$ cat config.mk
export PLATFORM = sky130hd
export DESIGN_NAME = dec_key_arb
export DESIGN_NICKNAME = d
export VERILOG_FILES = /design/src/rtl/dec_arb_pkg.sv /design/src/rtl/dec_bcd_enc.sv /design/src/rtl/dec_key_arb.sv
export SDC_FILE = /design/constraint.sdc
export NUM_CORES = 1
export LEC_CHECK = 0
export ABC_AREA = 1
export BUFFER_PORTS_ARGS = -buffer_cell sky130_fd_sc_hd__buf_4
export CAP_MARGIN = 30
export CORE_MARGIN = 5
export CORE_UTILIZATION = 50
export CTS_CLUSTER_DIAMETER = 150
export DETAILED_ROUTE_END_ITERATION = 10
export PLACE_DENSITY_LB_ADDON = 0.25
export SYNTH_ARGS = -nofsm -noshare
export SYNTH_HDL_FRONTEND = slang
export SYNTH_SLANG_ARGS = --single-unit
$ cat constraint.sdc
create_clock -name clk -period 3.2 [get_ports clk]
set_input_delay 0.16 -clock clk [delete_from_list [all_inputs] [get_ports clk]]
set_output_delay 0.16 -clock clk [all_outputs]
set_load 0.02 [all_outputs]
$ cat src/rtl/dec_arb_pkg.sv
// Shared definitions for the decimal key arbiter / BCD encoder front-end.
//   NUM_KEYS, BCD_W : fixed geometry (10 keys, 4-bit BCD)
//   state_t         : sequencing FSM states
//   onehot_to_bcd   : one-hot key vector -> BCD digit
package dec_arb_pkg;

  localparam int NUM_KEYS = 10;
  localparam int BCD_W    = 4;

  typedef enum logic [1:0] {
    IDLE     = 2'd0,
    DEBOUNCE = 2'd1,
    PRESENT  = 2'd2,
    RELEASE  = 2'd3
  } state_t;

  // OR of the indices of all set bits; exact for a one-hot input, and
  // an all-zero input maps to digit 0.
  function automatic logic [BCD_W-1:0] onehot_to_bcd(input logic [NUM_KEYS-1:0] oh);
    logic [BCD_W-1:0] b;
    b = '0;
    for (int i = 0; i < NUM_KEYS; i++)
      if (oh[i]) b = b | BCD_W'(i);
    return b;
  endfunction

endpackage

$ cat src/rtl/dec_bcd_enc.sv
// Combinational 10-bit one-hot to 4-bit BCD encoder.
//   onehot : one-hot digit select (bit i = digit i)
//   bcd    : BCD code of the selected digit
module dec_bcd_enc
  import dec_arb_pkg::*;
(
  input  logic [NUM_KEYS-1:0] onehot,
  output logic [BCD_W-1:0]    bcd
);

  assign bcd = onehot_to_bcd(onehot);

endmodule

$ cat src/rtl/dec_key_arb.sv
// Keypad sequencing front-end: synchronise 10 key lines, pick one key,
// debounce it, and hand its BCD code to a consumer over valid/ready.
//   clk, rst_n : clock, asynchronous active-low reset
//   key        : raw asynchronous key lines (bit i = digit i pressed)
//   ready      : consumer accepts bcd when valid && ready
//   valid      : bcd holds an accepted digit
//   bcd        : BCD code of the granted digit
//   multi      : more than one key was high when the grant was captured
//   busy       : FSM is not in IDLE
// Optional build macro DEC_ARB_RR_EN: round-robin arbitration instead of
// fixed lowest-index priority.
module dec_key_arb
  import dec_arb_pkg::*;
#(
  parameter int DEBOUNCE_CYC = 4
) (
  input  logic                clk,
  input  logic                rst_n,
  input  logic [NUM_KEYS-1:0] key,
  input  logic                ready,
  output logic                valid,
  output logic [BCD_W-1:0]    bcd,
  output logic                multi,
  output logic                busy
);

  localparam int CNT_W = (DEBOUNCE_CYC > 1) ? $clog2(DEBOUNCE_CYC) : 1;
  localparam logic [CNT_W-1:0] CNT_LOAD = CNT_W'(DEBOUNCE_CYC - 1);

  // two-flop synchroniser
  logic [NUM_KEYS-1:0] ks_meta, ks;

  always_ff @(posedge clk or negedge rst_n) begin
    if (!rst_n) begin
      ks_meta <= '0;
      ks      <= '0;
    end else begin
      ks_meta <= key;
      ks      <= ks_meta;
    end
  end

  state_t              state, state_nxt;
  logic [CNT_W-1:0]    cnt, cnt_nxt;
  logic [NUM_KEYS-1:0] grant, grant_nxt;
  logic [BCD_W-1:0]    bcd_nxt;
  logic                multi_nxt;
  logic [NUM_KEYS-1:0] sel_oh;
  logic [BCD_W-1:0]    grant_bcd;
  logic                hs;

  dec_bcd_enc u_enc (
    .onehot (grant),
    .bcd    (grant_bcd)
  );

  assign valid = (state == PRESENT);
  assign busy  = (state != IDLE);
  assign hs    = valid && ready;

`ifdef DEC_ARB_RR_EN
  // Round-robin: search starts just after the last handed-off digit.
  logic [BCD_W-1:0] ptr;
  logic [BCD_W-1:0] start;

  function automatic logic [NUM_KEYS-1:0] rr_pick(input logic [NUM_KEYS-1:0] req,
                                                  input logic [BCD_W-1:0]    first);
    logic [NUM_KEYS-1:0] g;
    logic [BCD_W:0]      s;
    logic                found;
    g     = '0;
    found = 1'b0;
    for (int off = 0; off < NUM_KEYS; off++) begin
      s = {1'b0, first} + (BCD_W+1)'(off);
      if (s >= (BCD_W+1)'(NUM_KEYS)) s = s - (BCD_W+1)'(NUM_KEYS);
      if (!found && req[s[BCD_W-1:0]]) begin
        g[s[BCD_W-1:0]] = 1'b1;
        found           = 1'b1;
      end
    end
    return g;
  endfunction

  assign start  = (ptr == BCD_W'(NUM_KEYS - 1)) ? '0 : ptr + 1'b1;
  assign sel_oh = rr_pick(ks, start);

  always_ff @(posedge clk or negedge rst_n) begin
    if (!rst_n)  ptr <= BCD_W'(NUM_KEYS - 1);
    else if (hs) ptr <= grant_bcd;
  end
`else
  // Fixed priority: isolate the lowest set bit.
  assign sel_oh = ks & (~ks + 1'b1);
`endif

  always_ff @(posedge clk or negedge rst_n) begin
    if (!rst_n) begin
      state <= IDLE;
      cnt   <= '0;
      grant <= '0;
      bcd   <= '0;
      multi <= 1'b0;
    end else begin
      state <= state_nxt;
      cnt   <= cnt_nxt;
      grant <= grant_nxt;
      bcd   <= bcd_nxt;
      multi <= multi_nxt;
    end
  end

  always_comb begin
    state_nxt = state;
    cnt_nxt   = cnt;
    grant_nxt = grant;
    bcd_nxt   = bcd;
    multi_nxt = multi;
    unique case (state)
      IDLE: begin
        if (|ks) begin
          grant_nxt = sel_oh;
          // x & (x-1) is non-zero iff more than one bit is set
          multi_nxt = |(ks & (ks - 1'b1));
          cnt_nxt   = CNT_LOAD;
          state_nxt = DEBOUNCE;
        end
      end
      DEBOUNCE: begin
        if (!(|(ks & grant))) begin
          multi_nxt = 1'b0;
          state_nxt = IDLE;
        end else if (cnt == '0) begin
          bcd_nxt   = grant_bcd;
          state_nxt = PRESENT;
        end else begin
          cnt_nxt = cnt - 1'b1;
        end
      end
      PRESENT: begin
        if (ready) state_nxt = RELEASE;
      end
      RELEASE: begin
        if (!(|(ks & grant))) begin
          multi_nxt = 1'b0;
          state_nxt = IDLE;
        end
      end
      default: state_nxt = IDLE;
    endcase
  end

endmodule

==> results.py <==
metrics = {
    "logic_synthesis": {
        "synth_warnings": 0,
        "ys_seq_elements": 39,
        "yosysUniqueCellTypes": 24,
        "syn_area_um2": 1680,
        "ys_seq_area_frac": 0.580,
        "synthCells": 174,
        "syn_nets": 188,
        "avgSynthCellArea_um2": 9.67,
    },
    "die": {
        "rows": 21,
        "fp.dieW_um": 68.0,
        "top_level_ports": 20,
        "start_util": 0.512,
        "die_height_um": 68.0,
        "design.core.area_um2": 3280,
        "dieArea_um2": 4630,
    },
    "timing": {
        "final.min_clock_period_ns": 1.51,
        "final_hold_viol_count": 0,
        "fin_setup_tns_ns": 0,
        "slew_viol_final": 0,
        "clock.fmax_ghz": 0.664,
        "tightest_slew_ns": 0.480,
        "setup_viol": 0,
        "rsz0062_at_grt": "no",
        "worst_clock_skew_ns": 0.00570,
        "relSlewSlack": 0.680,
        "post-route-period-util": 0.470,
    },
    "power": {
        "p_leak_nw": 1.03,
        "p_clk_frac": 0.241,
        "finalPower_mw": 1.40,
        "p_sw_mw": 0.479,
        "p_per_area_nw_per_um2": 678,
        "p_int_mw": 0.918,
        "power.share.switching": 0.343,
        "seqPwrFrac": 0.453,
        "irDropWorstVdd_v": 0.000289,
        "p_comb_frac": 0.306,
    },
    "routing": {
        "wire_per_inst_um": 12.2,
        "drt_iter0_drc": 100,
        "viasPerCell": 4.97,
        "ant_nets": 0,
        "first_pass_iters": 4,
        "dr_total_vias": 1277,
        "finalWirelength_um": 3140,
        "drc": 0,
    },
    "clock_network": {
        "path_clk_slew_ns": 0.11,
        "clockRootBuffer": "clkbuf_4",
        "ctsHoldBuffers": 11,
        "cts_setup_buffers": 0,
        "cts_sinks": 39,
        "cts-resized-gates": 0,
        "htreeDepth": 2,
        "clk_latency_ns": 0.33,
        "cts_tree": "built",
        "cts_made_buffers": 5,
        "clockBufferDepth": 2,
    },
    "grt": {
        "grt_pass1_vias": 1241,
        "grt_pass1_wl_um": 5490,
        "antenna_found_initial": 0,
        "overflow": 0,
        "track_usage": 0.160,
        "grt_max_degree": 40,
    },
    "layout": {
        "layout_commonest_cell": "nand2_1",
        "areaGrowthSynthToFinish_pct": 22.4,
        "instances_no_fill": 257,
        "nets": 224,
        "fill_cells": 286,
        "drive_gt1_frac": 0.246,
        "diodes": 0,
        "most-common-layout-cells": "43 x nand2_1, 39 x dfrtp_1, 19 x buf_4",
    },
    "run_status": {
        "status": "completed",
    },
    "setup_path": {
        "worstPathArrival_ns": 1.74,
        "end_kind": "register",
        "worst_ep_required_time_ns": 3.43,
        "worstSetupStartpointType": "register",
        "path_class": "register to register",
        "critPathMaxFanout": 13,
        "r2r_slack_ns": 1.69,
    },
    "place": {
        "dp_hpwl_um": 2360,
        "gp_congestion": 0.858,
        "dpl.cell_count": 238,
        "io_buffers": 19,
    },
    "min_path": {
        "min_path_type": "input port to register",
    },
    "job": {
        "max_cap_viol_count": 0,
    },
}
-- critical path, stage by stage (launching register included) --
cell and delay (ns):
dfrtp_1 0.48, nor2_4 0.19, nand2_4 0.09, nor2_8 0.15, nand2_2 0.07, nand2_4 0.19
nand2_2 0.11, nand2_1 0.07, o21ai_1 0.06
-- power groups by stage --
stage / sequential (mW) / clock (mW) / combinational, mW
after floorplan: 0.653 / 0 / 0.310
after global placement: 0.639 / 0 / 0.409
after detailed placement: 0.643 / 0 / 0.422
after CTS: 0.633 / 0.350 / 0.434
after global routing: 0.643 / 0.364 / 0.488
final: 0.632 / 0.337 / 0.427
-- synthesized netlist by cell type --
master,count,share of area
nand3b_1,1,0.0045
nor3_1,1,0.0030
nand3_1,8,0.024
nor2_4,4,0.027
o21ai_1,7,0.021
nor4_1,2,0.0074
nor2_8,1,0.012
dfrtp_1,39,0.58
nand2_1,43,0.096
buf_12,1,0.012
o22ai_1,1,0.0037
o31ai_1,1,0.0045
nor2_1,18,0.040
nand4_1,4,0.015
nand2_4,3,0.020
ha_1,1,0.0074
nand3_2,1,0.0059
o21ai_2,4,0.021
o21ai_0,3,0.0089
inv_1,16,0.036
nand2_2,9,0.033
a21oi_2,1,0.0052
a21oi_1,3,0.0089
inv_2,2,0.0045
-- cells by family (layout without fill, tap and decap cells) --
family          after synthesis  count (layout)  synth area share
compound gates               20              20            0.0729
fa+ha+maj                     1               1           0.00743
buf+inv                      19              56            0.0520
flops                        39              39             0.580
simple gates                 95              95             0.288
-- path summary, 6_finish.rpt --
kind,to,cells after the start,startpoint
setup reg to reg,cnt[0],8,ks[4]
max in group asynchronous,ks[9],2,rst_n
hold / removal,state[0],5,ready
min in group asynchronous,grant[6],2,rst_n
setup / recovery,cnt[0],8,ks[4]
hold reg to reg,ks[1],0,ks_meta[1]
-- state kept, by name (all words and copies together), names as in the netlist, named ones only --
signal / cells
ks: 10
bcd: 4
state: 1
cnt: 2
multi: 1
ks_meta: 10
grant: 10
-- metrics by stage --
stage                     worst slack [ns]  hold WS (ns)  instance area, um2   util
after detailed placement              1.69         0.157                1860  0.567
after global routing                  1.55         0.203                2060  0.627
final                                 1.69         0.157                2060  0.627
after global placement                1.73         0.145                1860  0.567
after floorplan                       1.94        -0.136                1680      -
after CTS                             1.67         0.146                2060  0.627
-- per-layer routing --
metal,track usage,routed length (um),vias up
met1,0.208,1360,607
met4,0.0596,38,0
met5,0,0,-
met3,0.0345,175,5
li1,-,-,627
met2,0.262,1570,38
-- layout make-up --
cell class,instances,area [um2],area share
clock inverter,2,35.0,0.0170
multi-input combinational,116,619,0.301
tap,46,57.6,0.0279
timing repair buffer,30,253,0.123
inverter,18,67.6,0.0328
clock buffer,6,51.3,0.0249
sequential,39,976,0.474
(Power assumes the default switching activity.)
